==> config.mk <==
export PLATFORM = sky130hd
export DESIGN_NAME = muldiv_sequencer
export DESIGN_NICKNAME = d
export VERILOG_FILES = /design/src/rtl/muldiv_sequencer.sv
export SDC_FILE = /design/constraint.sdc
export NUM_CORES = 1
export LEC_CHECK = 0
export CAP_MARGIN = 25
export CELL_PAD_IN_SITES_DETAIL_PLACEMENT = 1
export CELL_PAD_IN_SITES_GLOBAL_PLACEMENT = 1
export CORE_UTILIZATION = 50
export CTS_CLUSTER_SIZE = 14
export DETAILED_ROUTE_END_ITERATION = 8
export PLACE_DENSITY = 0.86
export REMOVE_ABC_BUFFERS = 1
export SLEW_MARGIN = 20
export SYNTH_ARGS = -nofsm -noshare
export SYNTH_HDL_FRONTEND = slang
export SYNTH_SLANG_ARGS = --single-unit
==> constraint.sdc <==
create_clock -name clk -period 8.29 [get_ports clk]
set_input_delay 1.658 -clock clk [delete_from_list [all_inputs] [get_ports clk]]
set_output_delay 1.658 -clock clk [all_outputs]
set_load 0.005 [all_outputs]
==> src/rtl/muldiv_sequencer.sv <==
// Multi-cycle RV32M multiply/divide sequencer: shift-add multiply, restoring divide, valid/ready on both sides.
// Build option MULDIV_FAST_MUL_EN: multiplies use a single combinational product; divides stay iterative.
module muldiv_sequencer #(
   parameter int WIDTH = 32
) (
   input  logic             clk,
   input  logic             reset,
   input  logic             flush,
   input  logic             start_valid,
   output logic             start_ready,
   input  logic [2:0]       funct3,
   input  logic [WIDTH-1:0] src_a,
   input  logic [WIDTH-1:0] src_b,
   output logic [WIDTH-1:0] result,
   output logic             result_valid,
   input  logic             result_ready,
   output logic             busy
);
   localparam int CNT_W = $clog2(WIDTH) + 1;
   localparam logic [CNT_W-1:0] ITERS = CNT_W'(WIDTH);

   typedef enum logic [1:0] {IDLE, MUL, DIV, DONE} state_t;

   state_t             state;
   logic [CNT_W-1:0]   cnt;
   logic [1:0]         op;
   logic               neg_q;
   logic               neg_r;
   logic               special;
   logic [WIDTH-1:0]   special_val;
   logic [WIDTH-1:0]   addend;
   logic [WIDTH-1:0]   rem;
   logic [WIDTH-1:0]   quo;
   logic [2*WIDTH-1:0] prod;

   function automatic logic [WIDTH-1:0] magnitude(input logic signed [WIDTH-1:0] v, input logic is_signed);
      return (is_signed && v < 0) ? -v : v;
   endfunction

   function automatic logic [WIDTH-1:0] apply_sign(input logic [WIDTH-1:0] v, input logic neg);
      return neg ? -v : v;
   endfunction

   function automatic logic [2*WIDTH-1:0] apply_sign_wide(input logic [2*WIDTH-1:0] v, input logic neg);
      return neg ? -v : v;
   endfunction

   logic               a_signed;
   logic               b_signed;
   logic               div_zero;
   logic               div_ovf;
   logic               accept;
   logic [WIDTH-1:0]   a_mag;
   logic [WIDTH-1:0]   b_mag;
   logic [2*WIDTH-1:0] prod_fixed;
   logic [2*WIDTH-1:0] prod_init;
   logic [2*WIDTH-1:0] prod_step;
   logic [WIDTH:0]     div_shift;
   logic               div_ge;
   logic [WIDTH-1:0]   rem_next;
   logic [WIDTH-1:0]   quo_next;

   // MULHSU is the only op with mixed signedness: rs1 signed, rs2 unsigned.
   assign a_signed = funct3[2] ? ~funct3[0] : (funct3[1:0] != 2'b11);
   assign b_signed = funct3[2] ? ~funct3[0] : ~funct3[1];
   assign a_mag    = magnitude(src_a, a_signed);
   assign b_mag    = magnitude(src_b, b_signed);
   assign div_zero = (src_b == '0);
   assign div_ovf  = ~funct3[0] && (src_a == {1'b1, {(WIDTH-1){1'b0}}}) && (&src_b);

   assign accept      = (state == IDLE) && start_valid && !flush;
   assign start_ready = (state == IDLE);
   assign busy        = (state != IDLE);

   assign prod_fixed = apply_sign_wide(prod, neg_q);
   assign div_shift  = {rem, quo[WIDTH-1]};
   assign div_ge     = (div_shift >= {1'b0, addend});
   assign rem_next   = div_ge ? (div_shift[WIDTH-1:0] - addend) : div_shift[WIDTH-1:0];
   assign quo_next   = {quo[WIDTH-2:0], div_ge};

`ifdef MULDIV_FAST_MUL_EN
   localparam logic [CNT_W-1:0] MUL_ITERS = '0;
   assign prod_init = (2*WIDTH)'(a_mag) * (2*WIDTH)'(b_mag);
   assign prod_step = prod;
`else
   localparam logic [CNT_W-1:0] MUL_ITERS = ITERS;
   logic [WIDTH:0] mul_sum;
   assign mul_sum   = {1'b0, prod[2*WIDTH-1:WIDTH]} + (prod[0] ? {1'b0, addend} : '0);
   assign prod_init = {{WIDTH{1'b0}}, b_mag};
   assign prod_step = {mul_sum, prod[WIDTH-1:1]};
`endif

   // Datapath registers: loaded at accept, stepped once per iteration; no reset needed.
   always_ff @(posedge clk) begin
      if (accept) begin
         op          <= funct3[1:0];
         neg_q       <= (a_signed & src_a[WIDTH-1]) ^ (b_signed & src_b[WIDTH-1]);
         neg_r       <= a_signed & src_a[WIDTH-1];
         special     <= funct3[2] & (div_zero | div_ovf);
         special_val <= div_zero ? (funct3[1] ? src_a : '1) : (funct3[1] ? '0 : src_a);
         addend      <= funct3[2] ? b_mag : a_mag;
         rem         <= '0;
         quo         <= a_mag;
         prod        <= prod_init;
      end else if (state == MUL && cnt != '0) begin
         prod <= prod_step;
      end else if (state == DIV && cnt != '0) begin
         rem <= rem_next;
         quo <= quo_next;
      end
   end

   // Control: the iteration state finishes one edge after the counter reaches zero.
   always_ff @(posedge clk) begin
      if (reset) begin
         state        <= IDLE;
         cnt          <= '0;
         result       <= '0;
         result_valid <= 1'b0;
      end else if (flush && state != IDLE) begin
         state        <= IDLE;
         result_valid <= 1'b0;
      end else begin
         case (state)
            IDLE: begin
               if (accept) begin
                  state <= funct3[2] ? DIV : MUL;
                  cnt   <= funct3[2] ? ((div_zero || div_ovf) ? '0 : ITERS) : MUL_ITERS;
               end
            end
            MUL: begin
               if (cnt != '0) begin
                  cnt <= cnt - 1'b1;
               end else begin
                  result       <= (op == 2'b00) ? prod_fixed[WIDTH-1:0] : prod_fixed[2*WIDTH-1:WIDTH];
                  result_valid <= 1'b1;
                  state        <= DONE;
               end
            end
            DIV: begin
               if (cnt != '0) begin
                  cnt <= cnt - 1'b1;
               end else begin
                  result       <= special ? special_val :
                                  (op[1] ? apply_sign(rem, neg_r) : apply_sign(quo, neg_q));
                  result_valid <= 1'b1;
                  state        <= DONE;
               end
            end
            DONE: begin
               if (result_ready) begin
                  state        <= IDLE;
                  result_valid <= 1'b0;
               end
            end
            default: state <= IDLE;
         endcase
      end
   end
endmodule

---- After elaboration in Yosys (flattened, before gate mapping) ----
Index checks and enable logic that the tools add are counted.
operators by class
  add/subtract/negate cells ............... 8
  $lt $le $gt $ge ......................... 3
  eq/ne operators ......................... 12
  muxes and demuxes ....................... 37
  bitwise logic cells ..................... 9
  reduce and logical (&&, ||, !) cells .... 30
operator list
  kind                    count
  $mux W32                20
  $neg A32 Y32            4
  $lt A32 B1 Y1 const B   2
  $mux W64                1
  $neg A64 Y64            1
  $pmux W32 S2            1
  $add A32 B32 Y33        1
  $ge A33 B32 Y1          1
  $eq A32 B32 Y1 const B  1
  $logic_not A32 Y1       1
  $reduce_and A32 Y1      1
  $sub A32 B32 Y32        1
  $mux W6                 4
  $ne A2 B2 Y1 const B    6
  $pmux W6 S2             1
  $reduce_bool A2 Y1      6
  $logic_and A1 B1 Y1     9
  $mux W2                 4
  $reduce_and A4 Y1       2
  $pmux W2 S3             1
  $reduce_and A3 Y1       2
  $reduce_bool A6 Y1      1
  $sub A6 B1 Y6 const B   1
  $eq A2 B2 Y1 const B    2
  13 further kinds        25
word-level totals
  register bits ........................... 238
  input bits .............................. 72
  output and inout bits ................... 35
  word-level logic and storage cells ...... 113

---- Logic depth before layout (Yosys ltp) ----
Gate-level depths: netlist (run 1).
  word-level depth ........................ 8
  depth in mapped cells ................... 14

---- Worst setup path after synthesis (run 1) ----
OpenSTA, ideal clock, no wires.
  path type ............................... in2reg
  start ................................... input start_valid
  end ..................................... register addend[0], enable pin
  setup time .............................. 0.460 ns
  arrival ................................. 4.359 ns
  data required time ...................... 7.830 ns
  setup slack ............................. 3.470 ns
  stages .................................. 5
  path buffers ............................ 2
  path through ............................ nand2_1 or2_2 clkbuf_1 clkinv_1 clkbuf_1
on the way
  word-level cells in the longest chain between the ends .. 2
ends and longest elaborated chain
  element                            RTL line  source
  start: declaration                 9         input logic start_valid,
  $logic_and A1 B1 Y1 (2 in series)  71        assign accept = (state == IDLE) && start_valid && !flush;
  via accept                         52        logic accept;
  end signal: assignment             101       addend <= funct3[2] ? b_mag : a_mag;
  end: declaration                   31        logic [WIDTH-1:0] addend;
The timed path passes the listed nets, and every way through them passes these cells.
A chain may end at the register's enable or synchronous reset.

---- Final worst setup path (run 1) ----
  start ................................... input src_a[2]
  end ..................................... register quo[25], data pin
on the way
  word-level cells in the longest chain between the ends .. 4
  elaborated cells on any way between the ends .. 5
  those cells by class .................... 1 x add/sub; 1 x order compare; 2 x mux; 1 x reduce/logical
ends and longest elaborated chain
  element                 RTL line  source
  start: declaration      12        input logic [WIDTH-1:0] src_a,
  $lt A32 B1 Y1           37        return (is_signed && v < 0) ? -v : v;
  $logic_and A1 B1 Y1     37
  $mux W32 (*)            37
  $mux W32 (*)            95        if (accept) begin
  end signal: assignment  103       quo <= a_mag;
  end signal: assignment  109       quo <= quo_next;
  end: declaration        33        logic [WIDTH-1:0] quo;
Every way passes the cells marked *; elsewhere a longest branch is shown, timed or not.

==> out/qor.yml, run 1 <==
critical_path:
  crit_family: "simple AND/OR/NAND/NOR gates"
  critPathSlowestCell: "nor4_1"
  cp-end-kind: "flop"
  worstRegToRegCells: 12
  cp_data_arrival_time_ns: 5.00
  path_cells: "clkdlybuf4s50_1, nor3_1, nand3_1, or2_2, nor3_1, nand3_1, nor4_1, nand2b_1, nand2_1, xor2_1, o21ai_0"
  worstPathMaxFanout: 6
  startpoint_type: "input pin"
  slowest_delay_ns: 0.53
  path_buf_inv: 1
  crit_type: "in2reg"
  reg2reg_from: "quo[31]"
  r2r_slack_ns: 3.77
  reg2reg_to: "rem[27]"
  cp.required_ns: 8.59
global_route:
  grt_pass1_vias: 18000
  grt_overflow: 0
  grt_start_max_net_pins: 113
  antenna_found_initial: 1
  grt_pass1_wl_um: 104000
  grt_usage: 0.368
place:
  place_hpwl_um: 51300
  place_inst: 2734
  routabilityCongestion: 0.940
  port_buffers: 106
pwr:
  peakVddDrop_mv: 0.191
  power.leakage_uw: 0.00776
  power_density_nw_per_um2: 338
  power_uw: 6950
timing:
  final.period_utilization: 0.567
  fin_tns_setup_ns: 0
  hold_viol: 0
  maxSlewHeadroom: 0.217
  min_period_ns: 4.70
  fmax_mhz: 213
  drv_slew: 0
  tightest_slew_ns: 1.16
  rsz0062_at_grt: "false"
  hold-worst-slack_ns: 0.450
  finalSetupViolCount: 0
  skew_ns: 0.0117
cts:
  clkTransAtPathRegs_ns: 0.06
  cts_resized: 0
  clockBufferDepth: 3
  clock_sinks: 238
  insertion_delay_ns: 0.59
  hold_buffers: 0
  htreeDepth: 1
  clockRootBuffer: "clkbuf_16"
  cts_tree: "done"
  postCtsSetupRepairBufs: 0
  cts-buffers-inserted: 29
yosys:
  synth_area_sq_um: 18200
  synth_common_cells: "nand2_1, nor2_1, o21ai_0"
  synth_top_area_share: 0.220
  synth_cell_types: 76
  synth_top_cell_by_area: "edfxtp_1"
  async_flop_share: 0
  synth_most_common_cell: "nand2_1"
  synth_ff_type: "edfxtp_1"
  ys_top_cells_by_area: "edfxtp_1, dfxtp_1, nand2_1, o21ai_0, xnor2_1"
  syn-mean-instance-area_sq_um: 8.03
  synth_cells: 2266
  ys_seq_elements: 238
  yosysSeqAreaShare: 0.335
  synth_edf_count: 133
  yosys_warnings: 0
floorplanning:
  coreArea_sq_um: 35700
  die_h_um: 193
  initial_core_util: 0.510
  die_w_um: 193
  rows: 69
  io-pin-count: 107
  die-area_sq_um: 37100
drt:
  firstDrtPassIters: 5
  wl_met2_um: 31800
  dr_wl_met3_um: 5030
  avgRoutedWirePerCell_um: 24.7
  routed_wirelength_um: 68900
  drc: 0
  dr.first_iter.drc_count: 1735
  num_vias: 18100
  viasPerCell: 6.50
  ant_nets: 0
  wl_met1_um: 30000
  dr.max_layer_used: "met4"
final_layout:
  seq_area_sq_um: 6100
  nNetsFinal: 2455
  n_antenna_cell: 0
  area.growth.synth_to_final_pct: 13.1
  final_core_util: 0.577
  final_cells: 2789
  multi_input_area_sq_um: 11300
  fillers: 4325
  drive_above_1_share: 0.0477
min_path:
  hold_depth: 2
  worstHoldPathType: "reg2reg"
  worstHoldStart: "result[2]"
  min_to: "result[2]"
job:
  cap_violations: 0
run_status:
  status: "finished clean"
==> through the flow <==
| stage | cell area (sq um) | setup slack, ns |
|---|---|---|
| 6_report | 20600 | 3.59 |
| 3_3_place_gp | 19500 | 3.27 |
| 5_1_grt | 20600 | 3.33 |
| 4_1_cts | 20500 | 3.69 |
| 2_1_floorplan | 17700 | 0.0932 |
| 3_5_place_dp | 19500 | 3.21 |
==> tightest hold or removal path, stage by stage, from the launching register on <==
cell	delay (ns)
dfxtp_1	0.31
nand2_1	0.05
nand2_1	0.04
==> power breakdown <==
part           total (uW)  switching (uW)  leakage [uW]  internal, uW
logic                3380            2070       0.00519          1310
clock network        1350             577      0.000463           774
registers            2220             542       0.00211          1680
==> per-layer routing <==
layer / up-vias / global-route usage
met1: 8965 / 0.502
li1: 8287 / -
met2: 749 / 0.601
met3: 120 / 0.0429
met4: 0 / 0.123
met5: - / 0
==> cells by family (layout without fill, tap and decap cells) <==
group	after synthesis	in the layout	share of synthesized area
buffers and inverters	202	264	0.0422
adders and majority gates	78	78	0.0545
AOI/OAI and AO/OA	665	665	0.227
xor gates and xnor gates	219	219	0.105
and+or+nand+nor	815	815	0.208
muxes	49	49	0.0270
DFF	238	238	0.335
==> placed cells by master (no fill, tap or decap), types with 24 or more instances in the layout <==
master	Yosys	final
a211oi_1	37	37
a21o_1	30	30
a21oi_1	177	177
buf_4	0	24
clkbuf_16	0	29
clkdlybuf4s50_1	0	105
dfxtp_1	105	105
edfxtp_1	133	133
ha_1	76	76
inv_1	78	77
mux2i_1	49	49
nand2_1	300	300
nand3_1	31	31
nor2_1	227	226
nor2b_1	24	24
nor3_1	54	54
nor4_1	26	25
o21ai_0	213	213
o31ai_1	51	51
or3_1	24	24
xnor2_1	120	120
xor2_1	99	99
==> flip-flops by register name, indices dropped and copies added (netlist names), 2 cells and up <==
signal       count
quo             32
state            2
op               2
addend          32
result          32
cnt              6
rem             32
special_val     32
prod            64
==> area by class of cell <==
cell class | instances | area share
Multi-Input combinational cell | 1826 | 0.552
Sequential cell | 238 | 0.296
Timing Repair Buffer | 131 | 0.0609
Clock buffer | 30 | 0.0355
Tap cell | 461 | 0.0281
Inverter | 79 | 0.0145
Clock inverter | 24 | 0.0131
==> how the worst max path moves through the flow <==
stage | depth (start not counted) | slack (ns) | start | endpoint
after floorplan | 9 | 0.09 | src_b[8] | cnt[5]
final | 11 | 3.59 | src_a[2] | quo[25]
after detailed placement | 11 | 3.21 | src_a[4] | addend[25]
after CTS | 12 | 3.69 | prod[0] | prod[56]
after global routing | 11 | 3.33 | src_a[2] | quo[25]
after global placement | 11 | 3.27 | src_a[2] | addend[25]
Note: power is estimated with default switching activity, not from simulation.
==> run 2: changes to the inputs <==
Settings changed: CORE_UTILIZATION 50 to 42, PLACE_DENSITY 0.86 to 0.77.
Clock period 8.29 ns to 4.3 ns, I/O delays scaled along.
==> out/qor.yml, run 2 (synthesized netlist as in run 1, its figures left out) <==
run_status:
  status: "finished clean"
min_path:
  min_to: "result[2]"
  hold_depth: 2  # unchanged
  worstHoldPathType: "reg2reg"
  worstHoldStart: "result[2]"
final_layout:
  final_cells: 2936  # +5.3%
  largest_register_ffs: 64  # unchanged
  final_common_cell: "nand2_1"
  fillers: 5120  # +18%
  final_cell_mix: "nand2_1, nor2_1, o21ai_0"
  drive_above_1_share: 0.0560  # +0.00828
  nNetsFinal: 2487  # +1.3%
  n_antenna_cell: 0  # unchanged
  area.growth.synth_to_final_pct: 14.9
  final_core_util: 0.494  # -0.0831
  regMostFlops: "prod"
critical_path:
  crit_family: "compound AO/OA/AOI/OAI gates"
  r2r_slack_ns: 0.41  # -3.36 ns
  cpMostUsedCell: "a221oi_1"
  cp_data_arrival_time_ns: 4.33  # -0.67 ns
  reg2reg_to: "rem[27]"
  cp.required_ns: 4.74  # -3.85 ns
  cp-end-kind: "flop"
  worstPathMaxFanout: 6  # unchanged
  reg2reg_from: "addend[8]"
  path_cells: "inv_1, ha_1, nand2_1, o21ai_0, nor2b_1, o31a_1, o311ai_0, a221oi_1, buf_4, o2111a_1, a221oi_1, a21oi_1"
  path_buf_inv: 2  # +1
  crit_type: "reg2reg"
  startpoint_type: "flop"
  worstRegToRegCells: 12  # unchanged
  slowest_delay_ns: 0.74  # +0.21 ns
  critPathSlowestCell: "o311ai_0"
timing:
  tightest_slew_ns: 1.01  # -0.156 ns
  min_period_ns: 3.89
  hold_viol: 0  # unchanged
  drv_slew: 0  # unchanged
  maxSlewHeadroom: 0.329  # +0.111
  fin_tns_setup_ns: 0  # unchanged
  final.period_utilization: 0.906
  finalSetupViolCount: 0  # unchanged
  fin_ws_ns: 0.405  # -3.19 ns
  fmax_mhz: 257
  skew_ns: 0.0113  # -0.000389 ns
  rsz0062_at_grt: "false"
global_route:
  grt_start_max_net_pins: 144  # +27%
  antenna_found_initial: 0  # -1
  grt_pass1_wl_um: 107000  # +2.8%
  grt_overflow: 0  # unchanged
  grt_pass1_vias: 17700  # -1.4%
  grt_usage: 0.313  # -0.0544
floorplanning:
  rows: 75  # +8.7%
  die_w_um: 210  # +9.0%
  die-area_sq_um: 44100  # +19%
  initial_core_util: 0.430  # -0.0803
  coreArea_sq_um: 42300  # +19%
  io-pin-count: 107  # unchanged
  die_h_um: 210  # +9.0%
cts:
  postCtsSetupRepairBufs: 0  # unchanged
  cts-buffers-inserted: 29  # unchanged
  htreeDepth: 1  # unchanged
  hold_buffers: 0  # unchanged
  cts_tree: "done"
  clock_sinks: 238  # unchanged
  clockBufferDepth: 3  # unchanged
  cts_resized: 0  # unchanged
  clockRootBuffer: "clkbuf_16"
  insertion_delay_ns: 0.58  # about the same
  clkTransAtPathRegs_ns: 0.06  # about the same
drt:
  num_vias: 17900  # -1.1%
  dr.first_iter.drc_count: 1459  # -16%
  avgRoutedWirePerCell_um: 23.8  # -3.5%
  viasPerCell: 6.11  # -6.0%
  firstDrtPassIters: 5  # unchanged
  routed_wirelength_um: 70000  # +1.6%
  ant_nets: 0  # unchanged
  drc: 0  # unchanged
pwr:
  peakVddDrop_mv: 0.291  # +53%
  power_density_nw_per_um2: 636  # +88%
  power.leakage_uw: 0.00792  # +2.0%
  power_uw: 13300  # +91%
place:
  dp_slack_ns: -0.0223  # -3.24 ns
  port_buffers: 106  # unchanged
  place_hpwl_um: 53900  # +5.1%
  place_inst: 2883  # +5.4%
  routabilityCongestion: 0.928  # -1.3%
job:
  cap_violations: 0  # unchanged
run 2: per-layer routing:
metal  part of all wire  GRT usage  wire length (um)
met1               0.46      0.440             32200
met2               0.45      0.501             31400
met3              0.058     0.0313              4060
met4              0.034      0.108              2350
met5                  0          0                 0
run 2: report_power, final:
part           total [uW]  leakage (uW)  internal (uW)  switching, uW
sequential           4190       0.00211           3230            962
clock                2400      0.000430           1350           1050
combinational        6700       0.00538           2630           4060
total               13300       0.00792           7210           6070
run 2: tightest hold or removal path: stages, from the launching register on:
cell and delay [ns]:
dfxtp_1 0.31, nand2_1 0.05, nand2_1 0.04
run 2: final cells by class:
cell class,instances,area (sq um),share of cell area
multi-input cells,1826,11300,0.543
flip-flops and latches,238,6100,0.292
repair buffers,163,1540,0.0739
clock buffers,36,752,0.0360
well taps,577,722,0.0346
inverters,79,299,0.0143
clock inverters,17,136,0.00653
run 2: stage by stage:
step | instance area, sq um | hold slack, ns
after floorplan | 17700 | 0.439
after global placement | 20000 | 0.433
after detailed placement | 20000 | 0.442
after CTS | 20900 | 0.452
after global routing | 20900 | 0.470
final | 20900 | 0.448
run 2: how the worst max path moves through the flow:
stage              start       to  cells after the start  slack (ns)
2_1_floorplan   src_b[8]   cnt[5]                      9       -3.10
3_5_place_dp    src_a[2]  quo[31]                     11       -0.02
3_3_place_gp    src_a[2]  quo[31]                     11       -0.05
6_report       addend[8]  rem[27]                     12        0.41
4_1_cts        addend[5]  rem[27]                     14        0.54
5_1_grt        addend[5]  rem[31]                     14        0.27
